===== src/rtl/report_collector.sv =====
// report_collector: samples an automaton's report vector on each symbol step.
// Every non-zero vector is tagged with its symbol index and queued in a small
// FIFO that drains over a valid/ready handshake. Sticky summary state is kept
// alongside the FIFO.
//
// Ports:
//   clk, rst_n    clock, asynchronous active-low reset
//   clear         synchronous clear of all state; wins over everything else
//   rpt_en        report vector valid; one pulse per consumed symbol
//   rpt_vec       automaton report outputs
//   out_valid     FIFO head valid (occupancy != 0)
//   out_ready     consumer accepts the head
//   out_rpt       head entry report vector (qualified by out_valid)
//   out_idx       head entry symbol index (qualified by out_valid)
//   sticky_rpt    OR of all sampled reports since clear
//   first_valid   at least one report seen since clear
//   first_idx     symbol index of the first report since clear
//   overflow      sticky; an entry was dropped on a full FIFO
//   drop_cnt      saturating count of dropped entries
//   irq           out_valid OR overflow
module report_collector #(
    parameter int unsigned NUM_REPORTS = 4,
    parameter int unsigned CNT_W       = 32,
    parameter int unsigned DEPTH       = 8,
    parameter int unsigned DROP_W      = 16
) (
    input  logic                   clk,
    input  logic                   rst_n,
    input  logic                   clear,
    input  logic                   rpt_en,
    input  logic [NUM_REPORTS-1:0] rpt_vec,
    output logic                   out_valid,
    input  logic                   out_ready,
    output logic [NUM_REPORTS-1:0] out_rpt,
    output logic [CNT_W-1:0]       out_idx,
    output logic [NUM_REPORTS-1:0] sticky_rpt,
    output logic                   first_valid,
    output logic [CNT_W-1:0]       first_idx,
    output logic                   overflow,
    output logic [DROP_W-1:0]      drop_cnt,
    output logic                   irq
);

    localparam int unsigned PTR_W = $clog2(DEPTH);
    localparam int unsigned OCC_W = $clog2(DEPTH + 1);
    localparam logic [OCC_W-1:0] OCC_FULL = OCC_W'(DEPTH);

    logic [CNT_W-1:0]       sym_cnt;
    logic [PTR_W-1:0]       wr_ptr;
    logic [PTR_W-1:0]       rd_ptr;
    logic [OCC_W-1:0]       occ;
    logic [NUM_REPORTS-1:0] mem_rpt [DEPTH];
    logic [CNT_W-1:0]       mem_idx [DEPTH];

    logic hit;
    logic pop;
    logic full;
    logic accept;
    logic drop;

    // Handshake and push/drop decisions; a pop frees the slot a full push needs.
    always_comb begin
        hit    = rpt_en && (rpt_vec != '0);
        full   = (occ == OCC_FULL);
        pop    = out_valid && out_ready;
        accept = hit && (!full || pop);
        drop   = hit && full && !pop;
    end

    assign out_valid = (occ != '0);
    assign out_rpt   = mem_rpt[rd_ptr];
    assign out_idx   = mem_idx[rd_ptr];
    assign irq       = out_valid | overflow;

    // FIFO storage is not reset; the head is only meaningful with out_valid.
    always_ff @(posedge clk) begin
        if (accept && !clear) begin
            mem_rpt[wr_ptr] <= rpt_vec;
            mem_idx[wr_ptr] <= sym_cnt;
        end
    end

    // Counter, pointers, occupancy and sticky summary state.
    always_ff @(posedge clk or negedge rst_n) begin
        if (!rst_n) begin
            sym_cnt     <= '0;
            wr_ptr      <= '0;
            rd_ptr      <= '0;
            occ         <= '0;
            sticky_rpt  <= '0;
            first_valid <= 1'b0;
            first_idx   <= '0;
            overflow    <= 1'b0;
            drop_cnt    <= '0;
        end else if (clear) begin
            sym_cnt     <= '0;
            wr_ptr      <= '0;
            rd_ptr      <= '0;
            occ         <= '0;
            sticky_rpt  <= '0;
            first_valid <= 1'b0;
            first_idx   <= '0;
            overflow    <= 1'b0;
            drop_cnt    <= '0;
        end else begin
            if (rpt_en) begin
                sym_cnt <= sym_cnt + CNT_W'(1);
            end
            // DEPTH is a power of two, so pointers wrap naturally.
            if (accept) begin
                wr_ptr <= wr_ptr + PTR_W'(1);
            end
            if (pop) begin
                rd_ptr <= rd_ptr + PTR_W'(1);
            end
            case ({accept, pop})
                2'b10:   occ <= occ + OCC_W'(1);
                2'b01:   occ <= occ - OCC_W'(1);
                default: occ <= occ;
            endcase
            if (hit) begin
                sticky_rpt <= sticky_rpt | rpt_vec;
                if (!first_valid) begin
                    first_valid <= 1'b1;
                    first_idx   <= sym_cnt;
                end
            end
            if (drop) begin
                overflow <= 1'b1;
                if (drop_cnt != '1) begin
                    drop_cnt <= drop_cnt + DROP_W'(1);
                end
            end
        end
    end

endmodule

===== config.mk =====
export PLATFORM = sky130hd
export DESIGN_NAME = report_collector
export DESIGN_NICKNAME = d
export VERILOG_FILES = /design/src/rtl/report_collector.sv
export SDC_FILE = /design/constraint.sdc
export NUM_CORES = 1
export LEC_CHECK = 0
export ABC_AREA = 0
export BUFFER_PORTS_ARGS = -buffer_cell sky130_fd_sc_hd__clkbuf_2
export CORE_ASPECT_RATIO = 0.6
export CORE_MARGIN = 4
export CORE_UTILIZATION = 60
export DETAILED_ROUTE_END_ITERATION = 6
export PLACE_DENSITY = 0.91
export RECOVER_POWER = 25
export SYNTH_ARGS = -nofsm -noshare
export SYNTH_HDL_FRONTEND = slang
export SYNTH_SLANG_ARGS = --single-unit

===== constraint.sdc =====
create_clock -name clk -period 5.2 [get_ports clk]
set_input_delay 1.04 -clock clk [delete_from_list [all_inputs] [get_ports clk]]
set_output_delay 1.04 -clock clk [all_outputs]
set_load 0.02 [all_outputs]

=== Word level (Yosys, flattened, before mapping) ===
Memory sizes are Yosys's and may differ from the RTL's.
Cells that the tools add are included.

* RAM bits: 288
* Register bits after elaboration: 96
* Input port bits: 9
* Memories kept: 2
* Word-level logic and storage cells: 67

{| class="wikitable"
|+ Memory list
! memory !! words !! bits a word !! rd ports !! clocked after Yosys merged registers in !! write ports !! RTL line !! text
|-
| mem_idx || 8 || 32 || 1 || 0 || 1 || 53 || <nowiki>logic [CNT_W-1:0] mem_idx [DEPTH];</nowiki>
|-
| mem_rpt || 8 || 4 || 1 || 0 || 1 || 52 || <nowiki>logic [NUM_REPORTS-1:0] mem_rpt [DEPTH];</nowiki>
|}

* Equal/unequal tests: 5
* $add $sub $neg: 6
* Mux-type cells: 22
* Bitwise operators: 2
* Reduce and logical (&&, ||, !) cells: 21

{| class="wikitable"
|+ Operator list
! kind !! count
|-
| two-way mux 32 bit || 5
|-
| two-way mux 16 bit || 3
|-
| adder 32 x 1 -> 32 bit (second input constant) || 1
|-
| adder 16 x 1 -> 16 bit (second input constant) || 1
|-
| inequality test 16 bit (second input constant) || 1
|-
| two-way mux 3 bit || 4
|-
| two-way mux 4 bit || 3
|-
| nonzero test 2 bit || 6
|-
| case mux 4 bit (2 select lines) || 1
|-
| nonzero test 4 bit || 2
|-
| adder 3 x 1 -> 3 bit (second input constant) || 2
|-
| logical AND 1 bit || 6
|-
| two-way mux 1 bit || 6
|-
| adder 4 x 1 -> 4 bit (second input constant) || 1
|-
| equality test 4 bit (second input constant) || 1
|-
| OR 4 bit || 1
|-
| AND reduction 2 bit || 2
|-
| subtractor 4 x 1 -> 4 bit (second input constant) || 1
|-
| logical NOT 1 bit || 3
|-
| nonzero test 3 bit || 1
|-
| equality test 2 x 1 -> 1 bit (second input constant) || 1
|-
| equality test 2 bit (second input constant) || 1
|-
| inequality test 2 bit (second input constant) || 1
|-
| logical OR 1 bit || 1
|-
| OR 1 bit || 1
|}

=== Longest topological paths before layout ===
* Word-level depth: 7
* Mapped depth: 8

=== Worst setup path before layout ===
Ideal clock, no wire load.

* Path type: in2reg
* From: input port rpt_en
* To: memory mem_idx[0][0] (enable)
* Setup slack: 0.282 ns
* Library setup time: 0.474 ns
* Required time: 4.726 ns
* Path buffers: 1
* Arrival time: 4.444 ns
* Stages on the path: 5
* Cell sequence: buf_2 > o41a_1 > o21ai_0 > or3_1 > nor3_1

* Cells in the longest elaborated chain, start to end: 5

{| class="wikitable"
|+ Ends and longest elaborated chain
! element !! RTL line !! text
|-
| start: declaration || 30 || <nowiki>input logic rpt_en,</nowiki>
|-
| logical AND 1 bit || 63 || <nowiki>hit = rpt_en && (rpt_vec != '0);</nowiki>
|-
| logical AND 1 bit || 66 || <nowiki>accept = hit && (!full || pop);</nowiki>
|-
| logical AND 1 bit || 77 || <nowiki>if (accept && !clear) begin</nowiki>
|-
| two-way mux 1 bit || 77 ||
|-
| two-way mux 1 bit (not written as such) || 79 || <nowiki>mem_idx[wr_ptr] <= sym_cnt;</nowiki>
|-
| end: declaration || 53 ||
|}

Every way passes these cells.

=== Worst setup path in the final report ===
* From: register rd_ptr[0]
* To: output port out_idx[6]

* Cells in the longest elaborated chain, start to end: 1

{| class="wikitable"
|+ Ends and longest elaborated chain
! element !! RTL line !! text
|-
| start: declaration || 50 || <nowiki>logic [PTR_W-1:0] rd_ptr;</nowiki>
|-
| start signal: assignment || 114 || <nowiki>rd_ptr <= rd_ptr + PTR_W'(1);</nowiki>
|-
| memory (8 x 32 bit) || - ||
|-
| end: declaration || 35 || <nowiki>output logic [CNT_W-1:0] out_idx,</nowiki>
|}

Every way passes these cells.

==> flow_summary_export.csv <==
group,metric,value,unit
placed_design,postPlaceCellArea,16300,um^2
timing,slew_headroom,0.191,
routing,via_count,8930,
global_route,grt-ovfl-total,0,
placed_design,dpl.cell_count,1267,
clock_network,holdBufCountCts,0,
global_route,grt_pass1_wl,54900,um
routing,drt_iter0_drc,1062,
power_and_ir_drop,p_per_area,416,nW/um^2
worst_setup_path,path_max_fanout,30,
min_path,holdPathStages,2,
floorplan,die_area,28400,um^2
clock_network,cts_resized,0,
synthesis,synth_area,15400,um^2
timing,fin_ws,1250,ps
power_and_ir_drop,p_int,5.42,mW
floorplan,start_util,0.609,
routing,antenna_left,0,
finish,fin_area,17500,um^2
finish,final_cell_mix,"edfxtp_1, clkbuf_2, dfrtp_1",
worst_setup_path,setup.worst_path.start_class,"flop",
floorplan,die_width,215,um
timing,layout_min_cycle_time,3950,ps
power_and_ir_drop,p_clk_frac,0.361,
finish,fill_cells,1529,
timing,finalSetupViolCount,0,
clock_network,root_buffer,"clkbuf_16",
power_and_ir_drop,pwr-share-seq,0.477,
floorplan,core_area,25300,um^2
timing,maxSlewViolCount,0,
synthesis,syn-instance-count,869,
clock_network,cts_tree,"built",
routing,drc,0,
timing,tightest_slew,1210,ps
clock_network,cts_inserted_buffers,34,
clock_network,htreeDepth,2,
synthesis,ys_types,46,
timing,grt_setup_unrepaired,"no",
worst_setup_path,cp.required,4160,ps
worst_setup_path,critPathCaptureType,"output pin",
placed_design,io_buffers,100,
flow_run,max_cap_violations,0,
min_path,whs_endpoint,"sticky_rpt[2]",
global_route,grtUsageTotal,0.254,
clock_network,clk_latency,530,ps
floorplan,die_height,132,um
worst_setup_path,worstReg2RegStart,"occ[1]",
global_route,antenna_found_initial,0,
timing,worst_hold_slack,502,ps
worst_setup_path,r2r-end,"mem_idx[3][20]",
power_and_ir_drop,combPwrFrac,0.162,
power_and_ir_drop,leakagePower,6.43,nW
global_route,grt_pass1_vias,8828,
clock_network,clk_pin_slew,60,ps
worst_setup_path,r2r_cells,5,
clock_network,post_cts.repair.setup_buffers,0,
placed_design,place_ws,1300,ps
floorplan,io_pins,101,
min_path,hold_path_class,"flop to flop",
global_route,grt_max_degree,75,
finish,layout-drive-gt1-share,0.305,
worst_setup_path,critPathArrivalTime,2910,ps
routing,drt-total-wl,35700,um
worst_setup_path,path_delay_family,"multiplexers",
finish,layout_commonest_cell,"edfxtp_1",
finish,final_nets,989,
worst_setup_path,crit_buf_inv,2,
clock_network,clock_sinks,384,
synthesis,yosysSeqAreaShare,0.717,
worst_setup_path,critical_path_class,"flop to output pin",
synthesis,syn-num-nets,884,
power_and_ir_drop,p_sw,1.85,mW
timing,clock.fmax,253,MHz
timing,tns,0,ps
power_and_ir_drop,switching_share,0.255,
worst_setup_path,reg2reg_slack,2140,ps
synthesis,ys_ff_latch,384,
min_path,min_from,"sticky_rpt[2]",
routing,firstDrtPassIters,6,
placed_design,dp_hpwl,20900,um
power_and_ir_drop,ir_drop,0.382,mV
worst_setup_path,slowest_stage,"dfrtp_4",
outcome,status,"completed",
synthesis,yosysWarnings,0,
timing,final_hold_viol_count,0,
finish,fin_cells,1327,
placed_design,globalplace.congestion,0.841,
floorplan,rows,45,
clock_network,clockBufferDepth,3,
routing,wire_per_inst,26.9,um
timing,period_share,0.760,
finish,area_delta_synth_final,13.5,%
synthesis,avgSynthCellArea,17.7,um^2
finish,diodes,0,
worst_setup_path,critical_path.max_stage_delay,880,ps
worst_setup_path,cp_cell_sequence,"buf_4 > mux4_2 > mux2_2 > clkbuf_2",
timing,fin_skew,25.1,ps
routing,vias_per_cell,6.73,
==> per-stage QoR <==
| step | power, mW | util |
|---|---|---|
| floorplan | 4.34 | - |
| global placement | 4.67 | 0.646 |
| detailed placement | 4.71 | 0.646 |
| CTS | 7.31 | 0.692 |
| global route | 7.54 | 0.692 |
| finish | 7.27 | 0.692 |
==> worst min-delay path: stages (launching register included) <==
cell and delay (ps):
dfrtp_1 340, a21oi_1 40, nor2_1 80
==> power groups by stage <==
stage                     registers (mW)  logic (mW)  clock network, mW
after floorplan                     3.46       0.885                  0
after global placement              3.53        1.14                  0
after detailed placement            3.53        1.17                  0
after CTS                           3.47        1.19               2.65
after global routing                3.49        1.25               2.80
final                               3.47        1.18               2.63
==> registers in the layout (all words and copies together), names as in the netlist <==
register     count
mem_idx        256
mem_rpt         32
wr_ptr           3
rd_ptr           3
first_valid      1
occ              4
sym_cnt         32
overflow         1
sticky_rpt       4
drop_cnt        16
first_idx       32
==> layer usage <==
| layer | vias to the layer above | wire length [um] | global-route usage |
|---|---|---|---|
| met2 | 574 | 16900 | 0.387 |
| met4 | 0 | 1100 | 0.0835 |
| li1 | 3706 | - | - |
| met1 | 4564 | 14200 | 0.379 |
| met5 | - | 0 | 0 |
| met3 | 86 | 3510 | 0.0502 |
==> cell families after synthesis <==
| logic type | Yosys count | synth area share |
|---|---|---|
| flops | 384 | 0.717 |
| simple gates | 178 | 0.0629 |
| mux | 120 | 0.140 |
| compound gates | 106 | 0.0495 |
| buf+inv | 58 | 0.0158 |
| xor+xnor | 17 | 0.00966 |
| fa+ha+maj | 6 | 0.00487 |
==> area by class of cell <==
cell class | count | area (um^2) | area share
multi-input combinational | 427 | 4180 | 0.239
tap | 329 | 412 | 0.0235
inverter | 9 | 33.8 | 0.00193
clock inverter | 22 | 262 | 0.0150
sequential | 384 | 11100 | 0.632
clock buffer | 38 | 887 | 0.0507
timing repair buffer | 118 | 651 | 0.0372
==> worst max path at each step <==
stage	from	endpoint	slack (ps)	depth (start not counted)
after floorplan	rpt_en	mem_idx[0][0]	280	5
after global placement	rpt_en	mem_idx[7][18]	1490	5
after detailed placement	rpt_en	mem_idx[3][29]	1300	6
after CTS	rd_ptr[0]	out_idx[6]	1170	4
after global routing	rd_ptr[0]	out_idx[6]	1050	4
final	rd_ptr[0]	out_idx[6]	1250	4
==> cells in the mapped netlist (all sizes together) <==
cell / number / area share
nand2b: 4 / 0.0016
and4: 4 / 0.0024
buf: 16 / 0.0055
mux4: 72 / 0.11
a22o: 32 / 0.018
o211ai: 1 / 0.00049
o41a: 1 / 0.00073
o41ai: 2 / 0.0024
nor3: 9 / 0.0029
ha: 6 / 0.0049
a41oi: 1 / 0.00057
o31a: 1 / 0.00057
nand3b: 2 / 0.00097
mux2: 45 / 0.033
dfrtp: 96 / 0.16
nand3: 12 / 0.0039
nor4: 14 / 0.0057
xor2: 7 / 0.0040
o31ai: 21 / 0.010
nand4: 13 / 0.0065
clkbuf: 33 / 0.0080
nor4b: 2 / 0.0011
a2111o: 1 / 0.00073
and2: 2 / 0.00081
nor2b: 9 / 0.0037
or3: 10 / 0.0041
a31o: 1 / 0.00057
xnor2: 10 / 0.0057
inv: 9 / 0.0022
o21ai: 8 / 0.0026
or4: 21 / 0.010
a21oi: 33 / 0.011
o21a: 1 / 0.00049
nor2: 47 / 0.011
and3: 3 / 0.0012
edfxtp: 288 / 0.56
nand2: 26 / 0.0063
mux2i: 3 / 0.0019
a31oi: 3 / 0.0012
(Power assumes the default switching activity.)
